<file path="src/rtl/clock_divider_multi.sv">
// clock_divider_multi: multi-channel programmable clock divider.
// Each channel divides clk by 2*div with 50% duty and a one-cycle tick
// on every rising edge of its output. Divisors are written through a
// shared port and take effect only at half-period boundaries, so an
// output never produces a runt pulse.
// Optional feature: define CLKDIV_PHASE_SYNC_EN to add the 'sync' input,
// which restarts every enabled channel in phase and applies pending divisors.
module clock_divider_multi #(
    parameter int CHANNELS    = 2,
    parameter int WIDTH       = 32,
    parameter int DEFAULT_DIV = 500000,
    localparam int CH_W       = (CHANNELS > 1) ? $clog2(CHANNELS) : 1
) (
    input  logic                clk,
    input  logic                rst_n,
    input  logic [CHANNELS-1:0] en,
    input  logic                wr_en,
    input  logic [CH_W-1:0]     wr_ch,
    input  logic [WIDTH-1:0]    wr_data,
`ifdef CLKDIV_PHASE_SYNC_EN
    input  logic                sync,
`endif
    output logic                wr_err,
    output logic [CHANNELS-1:0] clk_out,
    output logic [CHANNELS-1:0] tick,
    output logic [CHANNELS-1:0] pending
);

    logic [WIDTH-1:0]    div_q      [CHANNELS];
    logic [WIDTH-1:0]    cnt_q      [CHANNELS];
    logic [WIDTH-1:0]    pend_div_q [CHANNELS];
    logic                wr_ok;
    logic [CHANNELS-1:0] wr_hit;
    logic [CHANNELS-1:0] boundary;
    logic                sync_req;

`ifdef CLKDIV_PHASE_SYNC_EN
    assign sync_req = sync;
`else
    assign sync_req = 1'b0;
`endif

    // A write is legal only for an existing channel and a non-zero divisor.
    assign wr_ok = (32'(wr_ch) < 32'(CHANNELS)) && (wr_data != '0);

    // Decode the write target and detect the last cycle of each half-period.
    always_comb begin
        // NOTE: defaults first so every path assigns every bit and no latch is inferred.
        wr_hit   = '0;
        boundary = '0;
        for (int i = 0; i < CHANNELS; i++) begin
            wr_hit[i]   = wr_en && wr_ok && (wr_ch == CH_W'(i));
            boundary[i] = (cnt_q[i] == div_q[i] - WIDTH'(1));
        end
    end

    // Rejected writes are flagged for exactly one cycle after the strobe.
    always_ff @(posedge clk or negedge rst_n) begin
        if (!rst_n) begin
            // NOTE: sequential state uses non-blocking assignments so all flops update together.
            wr_err <= 1'b0;
        end else begin
            wr_err <= wr_en && !wr_ok;
        end
    end

    // Per-channel counter, output toggle, tick and glitch-free divisor update.
    always_ff @(posedge clk or negedge rst_n) begin
        if (!rst_n) begin
            // NOTE: the divisor arrays are small register files, so they take the
            // async reset like any other state and the channels restart deterministically.
            for (int i = 0; i < CHANNELS; i++) begin
                div_q[i]      <= WIDTH'(DEFAULT_DIV);
                cnt_q[i]      <= '0;
                pend_div_q[i] <= '0;
            end
            clk_out <= '0;
            tick    <= '0;
            pending <= '0;
        end else begin
            for (int i = 0; i < CHANNELS; i++) begin
                if (!en[i] || sync_req) begin
                    // Stopped or phase-resynchronised: no half-period is in
                    // progress, so a new divisor may be taken immediately.
                    cnt_q[i]   <= '0;
                    clk_out[i] <= 1'b0;
                    tick[i]    <= 1'b0;
                    if (wr_hit[i]) begin
                        div_q[i] <= wr_data;
                    end else if (pending[i]) begin
                        div_q[i] <= pend_div_q[i];
                    end
                    pending[i] <= 1'b0;
                end else if (boundary[i]) begin
                    // Half-period complete: toggle and switch divisor here.
                    cnt_q[i]   <= '0;
                    clk_out[i] <= ~clk_out[i];
                    tick[i]    <= ~clk_out[i];
                    if (wr_hit[i]) begin
                        div_q[i] <= wr_data;
                    end else if (pending[i]) begin
                        div_q[i] <= pend_div_q[i];
                    end
                    pending[i] <= 1'b0;
                end else begin
                    // Mid half-period: park a written divisor until the boundary.
                    cnt_q[i] <= cnt_q[i] + WIDTH'(1);
                    tick[i]  <= 1'b0;
                    if (wr_hit[i]) begin
                        pend_div_q[i] <= wr_data;
                        pending[i]    <= 1'b1;
                    end
                end
            end
        end
    end

endmodule

</file>
<file path="config.mk">
export PLATFORM = sky130hd
export DESIGN_NAME = clock_divider_multi
export DESIGN_NICKNAME = d
export VERILOG_FILES = /design/src/rtl/clock_divider_multi.sv
export SDC_FILE = /design/constraint.sdc
export NUM_CORES = 1
export LEC_CHECK = 0
export ABC_AREA = 1
export CAP_MARGIN = 30
export CORE_UTILIZATION = 40
export DETAILED_ROUTE_END_ITERATION = 6
export GPL_ROUTABILITY_DRIVEN = 0
export PLACE_DENSITY = 0.61
export SLEW_MARGIN = 25
export SYNTH_ARGS = -nofsm -noshare
export SYNTH_HDL_FRONTEND = slang
export SYNTH_SLANG_ARGS = --single-unit
</file>
<file path="constraint.sdc">
create_clock -name clk -period 2.45 [get_ports clk]
set_input_delay 0.245 -clock clk [delete_from_list [all_inputs] [get_ports clk]]
set_output_delay 0.245 -clock clk [all_outputs]
set_load 0.1 [all_outputs]
</file>
==> flow_metrics.env, run 1 <==
export IMPL_status="complete, but fails checks"
export IMPL_violations="DRC, setup timing"
export IMPL_drv_cap=0
export IMPL_diodes=0
export IMPL_grt_pass1_wl_um=58300
export IMPL_synth_simple_gate_area_share_pct=39.2
export IMPL_worstPathArrival_ns=2.86
export IMPL_finalCriticalPeriod_ns=2.47
export IMPL_slew_violations=0
export IMPL_area_growth_pct=33.1
export IMPL_synth_distinct_cells=41
export IMPL_fin_nets=2017
export IMPL_first_global_vias=11600
export IMPL_clk_pin_slew_worst_paths_ns=0.09
export IMPL_met2WireLength_um=16900
export IMPL_timing_hold_violations_final=0
export IMPL_fmax_mhz=405
export IMPL_portBuffers=44
export IMPL_tritoncts="yes"
export IMPL_fin_util_pct=54.5
export IMPL_seq_area_frac_synth_pct=39.7
export IMPL_pwr_share_comb_pct=37.0
export IMPL_first_iter_violations=1205
export IMPL_coreArea_um2=30700
export IMPL_holdCritPathClass="in -> reg"
export IMPL_cp_start_kind="register"
export IMPL_ios=45
export IMPL_n_fill_cell=2841
export IMPL_insertion_delay_ns=0.46
export IMPL_ant_nets=0
export IMPL_wl_met1_um=17800
export IMPL_dr_max_layer_used="met4"
export IMPL_final_setup_tns_ns=-0.147
export IMPL_synth_top_area_share_pct=36.8
export IMPL_cts_path_max_buffers=2
export IMPL_finalPower_mw=11.5
export IMPL_synthXorXnorAreaFrac_pct=7.79
export IMPL_power_share_switching_pct=38.2
export IMPL_p_leak_nw=8.16
export IMPL_endpoint_kind="register"
export IMPL_drc=14
export IMPL_synthAdderAreaFrac_pct=0.398
export IMPL_dpl_cell_area_um2=14500
export IMPL_rsz0062_at_grt="true"
export IMPL_synth_top_area_cell="dfrtp_1"
export IMPL_cts_htree_levels=4
export IMPL_synth_common_cells="580 x nand2_1, 224 x nor2_1, 185 x dfrtp_1"
export IMPL_antenna_found_initial=0
export IMPL_drive_gt1_share_pct=25.1
export IMPL_start_util_pct=40.9
export IMPL_track_usage_pct=22.9
export IMPL_finClkSkew_ns=0.0170
export IMPL_grt_max_degree=62
export IMPL_dr_pass1_iters=7
export IMPL_fin_hold_ws_ns=0.232
export IMPL_dp_cells=2309
export IMPL_min_period_over_period_pct=101
export IMPL_dpl_worst_slack_ns=-0.485
export IMPL_syn_avg_cell_area_um2=7.05
export IMPL_syn_num_nets=1827
export IMPL_final_cells=2384
export IMPL_ys_warn_count=0
export IMPL_worstMarginPinSlew_ns=0.437
export IMPL_wl_met3_um=2550
export IMPL_die_w_um=179
export IMPL_die_h_um=179
export IMPL_synth_compound_area_share_pct=4.73
export IMPL_cts_buffers=17
export IMPL_clkPwrFrac_pct=26.4
export IMPL_clockRootBuffer="clkbuf_16"
export IMPL_wl_per_cell_um=15.8
export IMPL_synth_area_leaders="dfrtp_1 37%, nand2_1 17%, nor2_1 6.7%"
export IMPL_path_class="reg -> reg"
export IMPL_std_cell_rows=64
export IMPL_routed_wirelength_um=37800
export IMPL_worstPathRequired_ns=2.84
export IMPL_yosysMostFrequentCell="nand2_1"
export IMPL_die_area_um2=32200
export IMPL_clock_sinks=199
export IMPL_ys_flop_type="dfrtp_1"
export IMPL_vdd_drop_max_v=0.000523
export IMPL_seqPwrFrac_pct=36.6
export IMPL_crit_fanout=8
export IMPL_grt_overflow=0
export IMPL_vias=12400
export IMPL_synth_edf_count=0
export IMPL_syn_inst=1785
export IMPL_finalSetupViolations=14
export IMPL_syn_area_um2=12600
export IMPL_power_density_nw_per_um2=689
export IMPL_ys_seq_elements=199
export IMPL_fin_ws_ns=-0.0206
export IMPL_synth_mux_area_share_pct=0
export IMPL_via_per_inst=5.22
export IMPL_place_hpwl_um=26700
export IMPL_postLayoutCellArea_um2=16700
export IMPL_synth_top_family_by_area="simple AND/OR/NAND/NOR gates"
export IMPL_synth_async_reset_ratio_pct=100
export IMPL_slew_headroom_pct=70.8
export IMPL_internal_power_mw=7.13
export IMPL_switchingPower_mw=4.41
## layout by cell type, fill, tap and decap left out, types with 13 or more instances in the layout
cell / instances
nand4_1: 105
a21oi_1: 15
dfrtp_1: 175
o21ai_0: 74
inv_1: 147
nand3_1: 103
nor3_1: 18
xnor2_1: 45
xor2_1: 66
buf_12: 23
dfstp_2: 14
nor2_2: 46
nand3b_1: 13
nand2_2: 59
nand2_1: 493
nor2_1: 162
clkbuf_16: 28
buf_4: 159
nand2_4: 31
clkdlybuf4s50_1: 35
nand3_2: 24
nor2_4: 26
## path summary, 6_finish.rpt
kind	startpoint	end	slack, ns	cells past startpoint
worst max-delay path	div_q[5]	pend_div_q[15]	-0.02	18
worst min register to register	pend_div_q[18]	pend_div_q[18]	0.47	2
max in group asynchronous	rst_n	div_q[17]	1.42	3
min in group asynchronous	rst_n	cnt_q[36]	0.30	2
worst max register to register	div_q[5]	pend_div_q[15]	-0.02	18
worst min-delay path	en[0]	tick[0]	0.23	3
## what timing repair did
action	4_1_cts	5_1_grt
endpoints found under the setup margin	159	197
cloned	2	12
pin swaps	15	50
hold buffers	1	0
endpoints found under the hold margin	40	0
setup buffers	16	15
gates resized for setup	50	251
## logic make-up after synthesis
| kind of cell | count (synthesis) |
|---|---|
| flops | 199 |
| simple gates | 1124 |
| compound gates | 113 |
| buf+inv | 233 |
| xor+xnor | 112 |
| fa+ha+maj | 4 |
## critical path: stages (launching register included)
cell and delay (ns):
dfstp_2 0.60, nor2_4 0.05, nand2_2 0.08, nor2_4 0.06, buf_12 0.13, buf_6 0.11
nand2_2 0.07, nand2_1 0.06, nand2_1 0.09, nand2_1 0.06, nor2_1 0.13, nand3_2 0.12
nor2_4 0.12, nand3_4 0.12, buf_6 0.15, nand3_4 0.14, clkbuf_16 0.19, nand2_1 0.05
nand2_1 0.05
## metal layers
| layer | global-route usage [%] | vias to the layer above |
|---|---|---|
| li1 | - | 6118 |
| met1 | 34.2 | 5916 |
| met2 | 34.7 | 374 |
| met3 | 3.48 | 36 |
| met5 | 0 | - |
| met4 | 5.46 | 0 |
## sequential cells by signal (all words and copies together), names as in the netlist
name / flops
tick: 2
wr_err: 1
clk_out: 2
div_q: 64
cnt_q: 64
pending: 2
pend_div_q: 64
## final cells by class
cell class | count | area [um^2] | share of cell area (%)
Clock inverter | 15 | 203 | 1.21
Clock buffer | 17 | 425 | 2.54
Inverter | 160 | 601 | 3.59
Timing Repair Buffer | 244 | 2490 | 14.9
Sequential cell | 199 | 5010 | 29.9
Tap cell | 396 | 495 | 2.96
Multi-Input combinational cell | 1353 | 7520 | 44.9
## power groups by stage
stage          Combinational, mW  Clock, mW  Sequential [mW]
2_1_floorplan               2.11          0             4.12
3_3_place_gp                3.32          0             4.17
3_5_place_dp                3.38          0             4.18
4_1_cts                     3.57       3.10             4.13
5_1_grt                     4.70       3.22             4.27
6_report                    4.27       3.05             4.22
No activity file was read; power rests on OpenSTA's default activity.
==> run 2, diff against run 1 <==
- CTS_CLUSTER_SIZE: default -> 14
==> results of run 2 <==
No change in the layout: final DEF, timing and power equal those of run 1.
